<file path="config.mk">
export PLATFORM = sky130hd
export DESIGN_NAME = interrupt_controller
export DESIGN_NICKNAME = d
export VERILOG_FILES = /design/src/rtl/interrupt_controller.sv
export SDC_FILE = /design/constraint.sdc
export NUM_CORES = 1
export LEC_CHECK = 0
export BUFFER_PORTS_ARGS = -buffer_cell sky130_fd_sc_hd__buf_2
export CAP_MARGIN = 20
export CORE_MARGIN = 4
export CORE_UTILIZATION = 55
export CTS_CLUSTER_DIAMETER = 120
export DETAILED_ROUTE_END_ITERATION = 16
export GPL_TIMING_DRIVEN = 1
export PLACE_DENSITY = 0.95
export SYNTH_ARGS = -nofsm -noshare
export SYNTH_HDL_FRONTEND = slang
export SYNTH_SLANG_ARGS = --single-unit
</file>
<file path="constraint.sdc">
create_clock -name clk -period 2.89 [get_ports clk]
set_clock_uncertainty 0.1 [all_clocks]
set_input_delay 0.4335 -clock clk [delete_from_list [all_inputs] [get_ports clk]]
set_output_delay 0.4335 -clock clk [all_outputs]
set_load 0.05 [all_outputs]
</file>
<file path="src/rtl/interrupt_controller.sv">
// Single-level interrupt entry sequencer: synchronizes irq_in, drains the pipeline,
// pushes PC/flags to the stack, vectors the PC, then waits in service until RTI.
module interrupt_controller #(
    parameter logic [31:0] VECTOR_ADDR = 32'h0000_0000
) (
    input  logic        clk,
    input  logic        rst,
    input  logic        irq_in,
    input  logic        pipe_busy,
    input  logic [31:0] pc_in,
    input  logic [2:0]  flags_in,
    input  logic        push_ack,
    input  logic        rti_done,
    output logic        fetch_stall,
    output logic        interrupt_signal,
    output logic        push_valid,
    output logic [15:0] push_data,
    output logic        pc_load,
    output logic [31:0] pc_vector,
    output logic        in_service,
    output logic [7:0]  dropped_count
);

    localparam int unsigned STATE_W = 3;
    localparam int unsigned PC_W    = 32;
    localparam int unsigned DATA_W  = 16;
    localparam int unsigned FLAGS_W = 3;
    localparam int unsigned CNT_W   = 8;

    localparam logic [CNT_W-1:0] CNT_MAX = '1;

    localparam logic [STATE_W-1:0] IDLE       = 3'd0;
    localparam logic [STATE_W-1:0] DRAIN      = 3'd1;
    localparam logic [STATE_W-1:0] PUSH_HI    = 3'd2;
    localparam logic [STATE_W-1:0] PUSH_LO    = 3'd3;
    localparam logic [STATE_W-1:0] PUSH_FLAGS = 3'd4;
    localparam logic [STATE_W-1:0] VECTOR     = 3'd5;
    localparam logic [STATE_W-1:0] SERVICE    = 3'd6;

    logic               irq_sync1;
    logic               irq_sync2;
    logic               irq_sync2_d;
    logic [1:0]         settle;
    logic               irq_edge_c;
    logic               pending;
    logic [STATE_W-1:0] state;
    logic [STATE_W-1:0] state_next;
    logic               capture_c;
    logic [PC_W-1:0]    pc_hold;
    logic [PC_W-1:0]    pc_hold_next;
    logic [FLAGS_W-1:0] flags_hold;
    logic [FLAGS_W-1:0] flags_hold_next;
    logic               fetch_stall_next;
    logic               interrupt_signal_next;
    logic               push_valid_next;
    logic [DATA_W-1:0]  push_data_next;
    logic               pc_load_next;
    logic               in_service_next;

    assign pc_vector  = VECTOR_ADDR;
    assign irq_edge_c = irq_sync2 & ~irq_sync2_d;

    // Edge history is held high until the synchronizer has flushed its reset value,
    // so a level already high at reset release is not mistaken for a new edge.
    always_ff @(posedge clk or negedge rst) begin
        if (!rst) begin
            irq_sync1   <= 1'b0;
            irq_sync2   <= 1'b0;
            irq_sync2_d <= 1'b1;
            settle      <= 2'b00;
        end else begin
            irq_sync1   <= irq_in;
            irq_sync2   <= irq_sync1;
            settle      <= {settle[0], 1'b1};
            irq_sync2_d <= settle[1] ? irq_sync2 : 1'b1;
        end
    end

    // One-deep pending request; an edge in the VECTOR cycle re-arms it rather than dropping.
    always_ff @(posedge clk or negedge rst) begin
        if (!rst) begin
            pending       <= 1'b0;
            dropped_count <= '0;
        end else begin
            if (irq_edge_c) begin
                pending <= 1'b1;
            end else if (state == VECTOR) begin
                pending <= 1'b0;
            end
            if (irq_edge_c && pending && (state != VECTOR) && (dropped_count != CNT_MAX)) begin
                dropped_count <= dropped_count + CNT_W'(1);
            end
        end
    end

    always_ff @(posedge clk or negedge rst) begin
        if (!rst) begin
            state      <= IDLE;
            pc_hold    <= '0;
            flags_hold <= '0;
        end else begin
            state      <= state_next;
            pc_hold    <= pc_hold_next;
            flags_hold <= flags_hold_next;
        end
    end

    // Next state, hold capture, and output decode of the state being entered.
    always_comb begin
        state_next            = state;
        capture_c             = 1'b0;
        fetch_stall_next      = 1'b0;
        interrupt_signal_next = 1'b0;
        push_valid_next       = 1'b0;
        push_data_next        = '0;
        pc_load_next          = 1'b0;
        in_service_next       = 1'b0;

        case (state)
            IDLE:       if (pending) state_next = DRAIN;
            DRAIN: begin
                if (!pipe_busy) begin
                    state_next = PUSH_HI;
                    capture_c  = 1'b1;
                end
            end
            PUSH_HI:    if (push_ack) state_next = PUSH_LO;
            PUSH_LO:    if (push_ack) state_next = PUSH_FLAGS;
            PUSH_FLAGS: if (push_ack) state_next = VECTOR;
            VECTOR:     state_next = SERVICE;
            SERVICE:    if (rti_done) state_next = IDLE;
            default:    state_next = IDLE;
        endcase

        pc_hold_next    = capture_c ? pc_in    : pc_hold;
        flags_hold_next = capture_c ? flags_in : flags_hold;

        case (state_next)
            DRAIN: fetch_stall_next = 1'b1;
            PUSH_HI: begin
                fetch_stall_next      = 1'b1;
                interrupt_signal_next = 1'b1;
                push_valid_next       = 1'b1;
                push_data_next        = pc_hold_next[PC_W-1:DATA_W];
            end
            PUSH_LO: begin
                fetch_stall_next      = 1'b1;
                interrupt_signal_next = 1'b1;
                push_valid_next       = 1'b1;
                push_data_next        = pc_hold_next[DATA_W-1:0];
            end
            PUSH_FLAGS: begin
                fetch_stall_next      = 1'b1;
                interrupt_signal_next = 1'b1;
                push_valid_next       = 1'b1;
                push_data_next        = DATA_W'(flags_hold_next);
            end
            VECTOR: begin
                fetch_stall_next      = 1'b1;
                interrupt_signal_next = 1'b1;
                pc_load_next          = 1'b1;
            end
            SERVICE: in_service_next = 1'b1;
            default: ;
        endcase
    end

    always_ff @(posedge clk or negedge rst) begin
        if (!rst) begin
            fetch_stall      <= 1'b0;
            interrupt_signal <= 1'b0;
            push_valid       <= 1'b0;
            push_data        <= '0;
            pc_load          <= 1'b0;
            in_service       <= 1'b0;
        end else begin
            fetch_stall      <= fetch_stall_next;
            interrupt_signal <= interrupt_signal_next;
            push_valid       <= push_valid_next;
            push_data        <= push_data_next;
            pc_load          <= pc_load_next;
            in_service       <= in_service_next;
        end
    end

endmodule
</file>
# Word-level counts from Yosys, hierarchy flattened
# Cells that the tools add are included.
[totals]
register_bits = 73
input_bits = 41
out_inout_bits = 61
elab_cells = 60
[classes]
n_addsub = 1
n_eq_ne = 14
muxes = 20
bitwise_logic = 2
reduce_logical = 8
[ops]
columns = ["operator", "count"]
rows = [
  ["$pmux 16 s3", 1],
  ["$mux 32", 1],
  ["$mux 3", 7],
  ["$pmux 3 s7", 1],
  ["$eq 3x3->1 const B", 6],
  ["$eq 3x2->1 const B", 4],
  ["$mux 1", 10],
  ["$add 8x1->8 const B", 1],
  ["$ne 8x8->1 const B", 1],
  ["$eq 3x1->1 const B", 2],
  ["$reduce_or 5->1", 1],
  ["$reduce_or 4->1", 1],
  ["$logic_and 1x1->1", 3],
  ["$logic_not 3->1", 1],
  ["$ne 3x3->1 const B", 1],
  ["$reduce_or 3->1", 1],
  ["$reduce_bool 2->1", 1],
  ["$and 1x1->1", 1],
  ["$not 1->1", 1],
]

# Logic depth before layout (Yosys ltp)
[logic_depth]
ltp_word = 5
mapped_depth = 7

# Least setup slack after synthesis
# Ideal clock, no wire load.
[synth_path]
kind = "register -> register"
start = "register dropped_count[0]"
end = "register dropped_count[1]"
setup_time_ns = 0.128
arrival_time_ns = 1.791
t_required_ns = 2.662
path_slack_ns = 0.872
stages_incl_launch_ff = 6
path_buffers = 0
synth_period_minus_slack_ns = 2.018
path_cell_list = "dfrtp_1 > ha_1 > and4_1 > and4_1 > nor2_1 > mux2_1"
[synth_between]
elab_chain_cells = 2
elab_cells_between_ends = 3
cone_classes = "1 x add/sub; 1 x eq/ne; 1 x reduce/logical"
[synth_rtl]
columns = ["item", "line", "text"]
rows = [
  ["from (decl)", "21", "output logic [7:0] dropped_count"],
  ["from (signal assigned)", "91", "dropped_count <= dropped_count + CNT_W'(1);"],
  ["parallel branches: the longest is 2 deep, another holds $add 8x1->8", "-", ""],
]
# Several ways; the timed one is not identified.
# A chain may end at the register's enable or synchronous reset.

# Final worst setup path
[layout_path]
start = "register state[1]"
end = "register push_data[3]"
[layout_between]
elab_chain_cells = 4
elab_cells_between_ends = 20
cone_classes = "9 x eq/ne; 10 x mux; 1 x reduce/logical"
[layout_rtl]
columns = ["item", "line", "text"]
rows = [
  ["from (decl)", "46", "logic [STATE_W-1:0] state;"],
  ["from (signal assigned)", "102", "state <= state_next;"],
  ["$eq 3x3->1 (tied with other cells)", "119", "case (state)"],
  ["$pmux 3 s7 / $mux 1 (equally long branches)", "119", ""],
  ["$eq 3x3->1 (tied with other cells)", "138", "case (state_next)"],
  ["$pmux 16 s3 *", "138", ""],
  ["named net push_data_next[3]", "56", "logic [DATA_W-1:0] push_data_next;"],
  ["to (signal assigned)", "180", "push_data <= push_data_next;"],
  ["to (decl)", "17", "output logic [15:0] push_data,"],
]
# The timed path passes the listed nets; every way through them passes the cells marked *.

==> impl_results.md <==
* Outcome: completed
* Critical path required time at roughly 3 ns
* Count of port buffers added during placement at between 60 and 70
* Final count of hold timing violations at 0
* I/O Pins at 102
* GRT Residual Overflow at 0
* Core utilization of the finished layout at 0.647
* Total of fill cells in the finished design at ~460
* Crit path time final at between 2 and 2.5 ns
* EDFF count, synth at 0
* Count of clock tree sinks at 73
* Final Slew Violations at 0
* CTS Root Cell: sky130_fd_sc_hd__clkbuf_8
* Number of antenna violations at the first check in global routing at 0
* First-iteration detailed-routing DRC count at 109
* Weighted congestion reported at the end of routability-driven placement at 0.722
* Total length of routed wires at 6700 µm
* Die Y at roughly 86 µm
* Antenna cell count at 0
* Clock transition at the registers of the reported paths at around 0.07 ns
* Path class of the lowest-slack min-delay path: input pin to asynchronous set/reset pin
* Fmax at 460 MHz
* Number of DRC violations after detailed routing at 0
* Leading cell type in the layout, fill and taps excluded: sky130_fd_sc_hd__dfrtp_1
* Setup TNS at 0 ns
* Overall fraction of global-route tracks in use at 0.187
* Mapped Cells at 267
* Maximum buffer depth of the clock tree at 2
* Final setup vio count at 0
* Static Leakage at around 2 nW
* Die Span X at around 86 µm
* Fraction of power spent switching nets at 0.399
* Launching element type of the critical path: flop
* CORE AREA at just under 0.006 mm²
* DR pass1 iterations at 4
* RSZ-0062 raised after global routing: false
* Syn-to-layout area delta at 14.1%
* Initial core utilization at 0.567
* Yosys warning total at 0
* Type of element capturing the critical path: flop
* Wire length of the first global-routing pass at between 10,000 and 15,000 µm
* # Max-Cap Violations at 0
* Routed wire per std cell at roughly 16 µm
* Share of power burned in combinational logic at 0.426
* Number of gates resized after CTS at 0
* Post-Synthesis Mean Instance Area at between 10 and 15 µm²
* Highest ir drop seen on vdd at ~700 µV
* Largest net degree at the start of global routing at 45
* CTS tree: yes
* Switching power at 0.00173 W
* Max H-tree Level at 3
* Sequential cell area fraction in the yosys report at 0.542
* Critical setup path kind: flop to flop
* Dpl cells at 400
* Data arrival time of the worst path at 2.34 ns
* Portion of total power attributed to sequential cells at 0.378
* Overall die area at between 0.007 and 0.008 mm²
* Layout cells sized above 1 at 0.341
* Count of state elements after synthesis at 73
* Post-CTS Hold Buffers at 0
* Most used flip-flop cell after synthesis: sky130_fd_sc_hd__dfrtp_1
* Final net count at around 380
* Ratio of routed vias to standard cells at around 5.2
* Cts bufs inserted at 9
* Antenna Violating Nets Remaining at 0
* Std-Cell Rows at 28
* Crit share post-route at 0.752
* Slew HR at 0.233
* Insertion delay to the later sink of the worst-skew pair at ~0.33 ns
* Power density normalized to cell area at 1130 mW/mm²
* Number of vias after detailed routing at about 2.1k
* Number of setup buffers added after CTS at 0
* Maximum fanout count along the critical path at 17
* Via count of the first global-routing pass at around 2.2k
* Measured slew at the worst slew-check pin at between 1 and 1.5 ns
* Clk network pwr share at 0.196
* Synth async-reset ratio at 1.00
* Filler-free cell count of the finished design at slightly above 400
* Number of distinct library cell variants in the gate-level netlist after synthesis at 42
* Synthesized area at roughly 0.0034 mm²
* Half-perimeter wire length of the detailed placement result at between 4000 and 5000 µm
* Cell-internal power at 0.00261 W
* Leading cell types in the layout, fill and taps excluded: sky130_fd_sc_hd__dfrtp_1 (72), sky130_fd_sc_hd__buf_2 (69), sky130_fd_sc_hd__conb_1 (33)
[cells in the mapped netlist, types with 2 or more instances]
library cell | count | area, µm²
sky130_fd_sc_hd__o21ai_0 | 2 | 10.0
sky130_fd_sc_hd__nand2_1 | 20 | 75.1
sky130_fd_sc_hd__nand2b_1 | 21 | 131
sky130_fd_sc_hd__and4_1 | 2 | 17.5
sky130_fd_sc_hd__buf_6 | 4 | 45.0
sky130_fd_sc_hd__o311ai_1 | 16 | 140
sky130_fd_sc_hd__inv_1 | 3 | 11.3
sky130_fd_sc_hd__nand3_1 | 3 | 15.0
sky130_fd_sc_hd__buf_2 | 2 | 10.0
sky130_fd_sc_hd__dfrtp_1 | 72 | 1800
sky130_fd_sc_hd__nor2b_1 | 3 | 18.8
sky130_fd_sc_hd__mux2_2 | 10 | 113
sky130_fd_sc_hd__mux2_4 | 16 | 240
sky130_fd_sc_hd__xor2_1 | 6 | 52.6
sky130_fd_sc_hd__mux2i_1 | 6 | 60.1
sky130_fd_sc_hd__conb_1 | 2 | 7.51
sky130_fd_sc_hd__nor2_1 | 4 | 15.0
sky130_fd_sc_hd__nor3b_1 | 4 | 30.0
sky130_fd_sc_hd__clkbuf_1 | 6 | 22.5
sky130_fd_sc_hd__buf_4 | 33 | 248
sky130_fd_sc_hd__o21bai_1 | 2 | 15.0
sky130_fd_sc_hd__o211ai_1 | 4 | 30.0
sky130_fd_sc_hd__mux2_1 | 7 | 78.8
[critical path, stage by stage (launching register included)]
cell and delay [ns]:
sky130_fd_sc_hd__dfrtp_1 0.63, sky130_fd_sc_hd__mux2i_1 0.16, sky130_fd_sc_hd__nor3_2 0.88, sky130_fd_sc_hd__o311ai_1 0.21, sky130_fd_sc_hd__nand2_1 0.13
[cell type report]
cell class	instances	area, µm²	share of cell area
clock buffers	12	145	0.0377
clock inverters	3	65.1	0.0169
inverters	3	11.3	0.00292
multi-input cells	177	1330	0.345
flip-flops and latches	73	1830	0.475
well taps	75	93.8	0.0244
repair buffers	72	380	0.0988
[per-stage QoR]
| step | area [µm²] | setup slack, ns | hold WS (ns) | total power (W) |
|---|---|---|---|---|
| floorplan | 3490 | 0.872 | 0.0379 | 0.00315 |
| global placement | 3640 | 0.771 | 0.233 | 0.00341 |
| finish | 3850 | 0.715 | 0.0400 | 0.00435 |
| detailed placement | 3640 | 0.715 | 0.244 | 0.00351 |
| CTS | 3850 | 0.698 | 0.0456 | 0.00438 |
| global route | 3850 | 0.575 | 0.0806 | 0.00459 |
[registers in the layout (all words and copies together), names as in the netlist, 2 cells and up]
register,count
dropped_count,8
push_data,16
settle,2
state,3
flags_hold,3
pc_hold,32
[power groups by stage]
stage / combinational, W / clock [W] / sequential (W)
finish: 0.00185 / 0.000850 / 0.00164
floorplan: 0.00118 / 0 / 0.00196
CTS: 0.00186 / 0.000866 / 0.00165
global placement: 0.00178 / 0 / 0.00163
detailed placement: 0.00185 / 0 / 0.00166
global route: 0.00197 / 0.000917 / 0.00170
[cell families (layout without fill, tap and decap cells)]
logic type               count (synthesis)  in the layout  synth area share
flip-flops                              73             73             0.542
AND/OR/NAND/NOR                         67             67             0.117
buffers and inverters                   48             90            0.0997
multiplexers                            39             39             0.146
AO/OA/AOI/OAI                           30             30            0.0723
XOR/XNOR                                 7              7            0.0182
other                                    2             33           0.00222
adder cells (fa/ha/maj)                  1              1           0.00371
[path summary, 6_finish.rpt]
check / from / endpoint / cells after the start / slack [ns]
hold reg to reg: settle[0]$_DFF_PN0_ / settle[1]$_DFF_PN0_ / 0 / 0.26
setup reg to reg: state[1]$_DFF_PN0_ / push_data[3]$_DFF_PN0_ / 4 / 0.72
min in group clk: irq_in / irq_sync1$_DFF_PN0_ / 1 / 0.10
setup / recovery: state[1]$_DFF_PN0_ / push_data[3]$_DFF_PN0_ / 4 / 0.72
max in group asynchronous: rst / pc_hold[11]$_DFF_PN0_ / 2 / 2.00
hold / removal: rst / push_data[15]$_DFF_PN0_ / 1 / 0.04
[metal layers]
metal	GRT usage	vias up	share of wire
met4	0.0708	0	0.012
met2	0.310	76	0.52
met1	0.239	1055	0.40
met5	0	-	0
met3	0.0447	8	0.068
li1	-	1003	-
(Power assumes the default switching activity.)
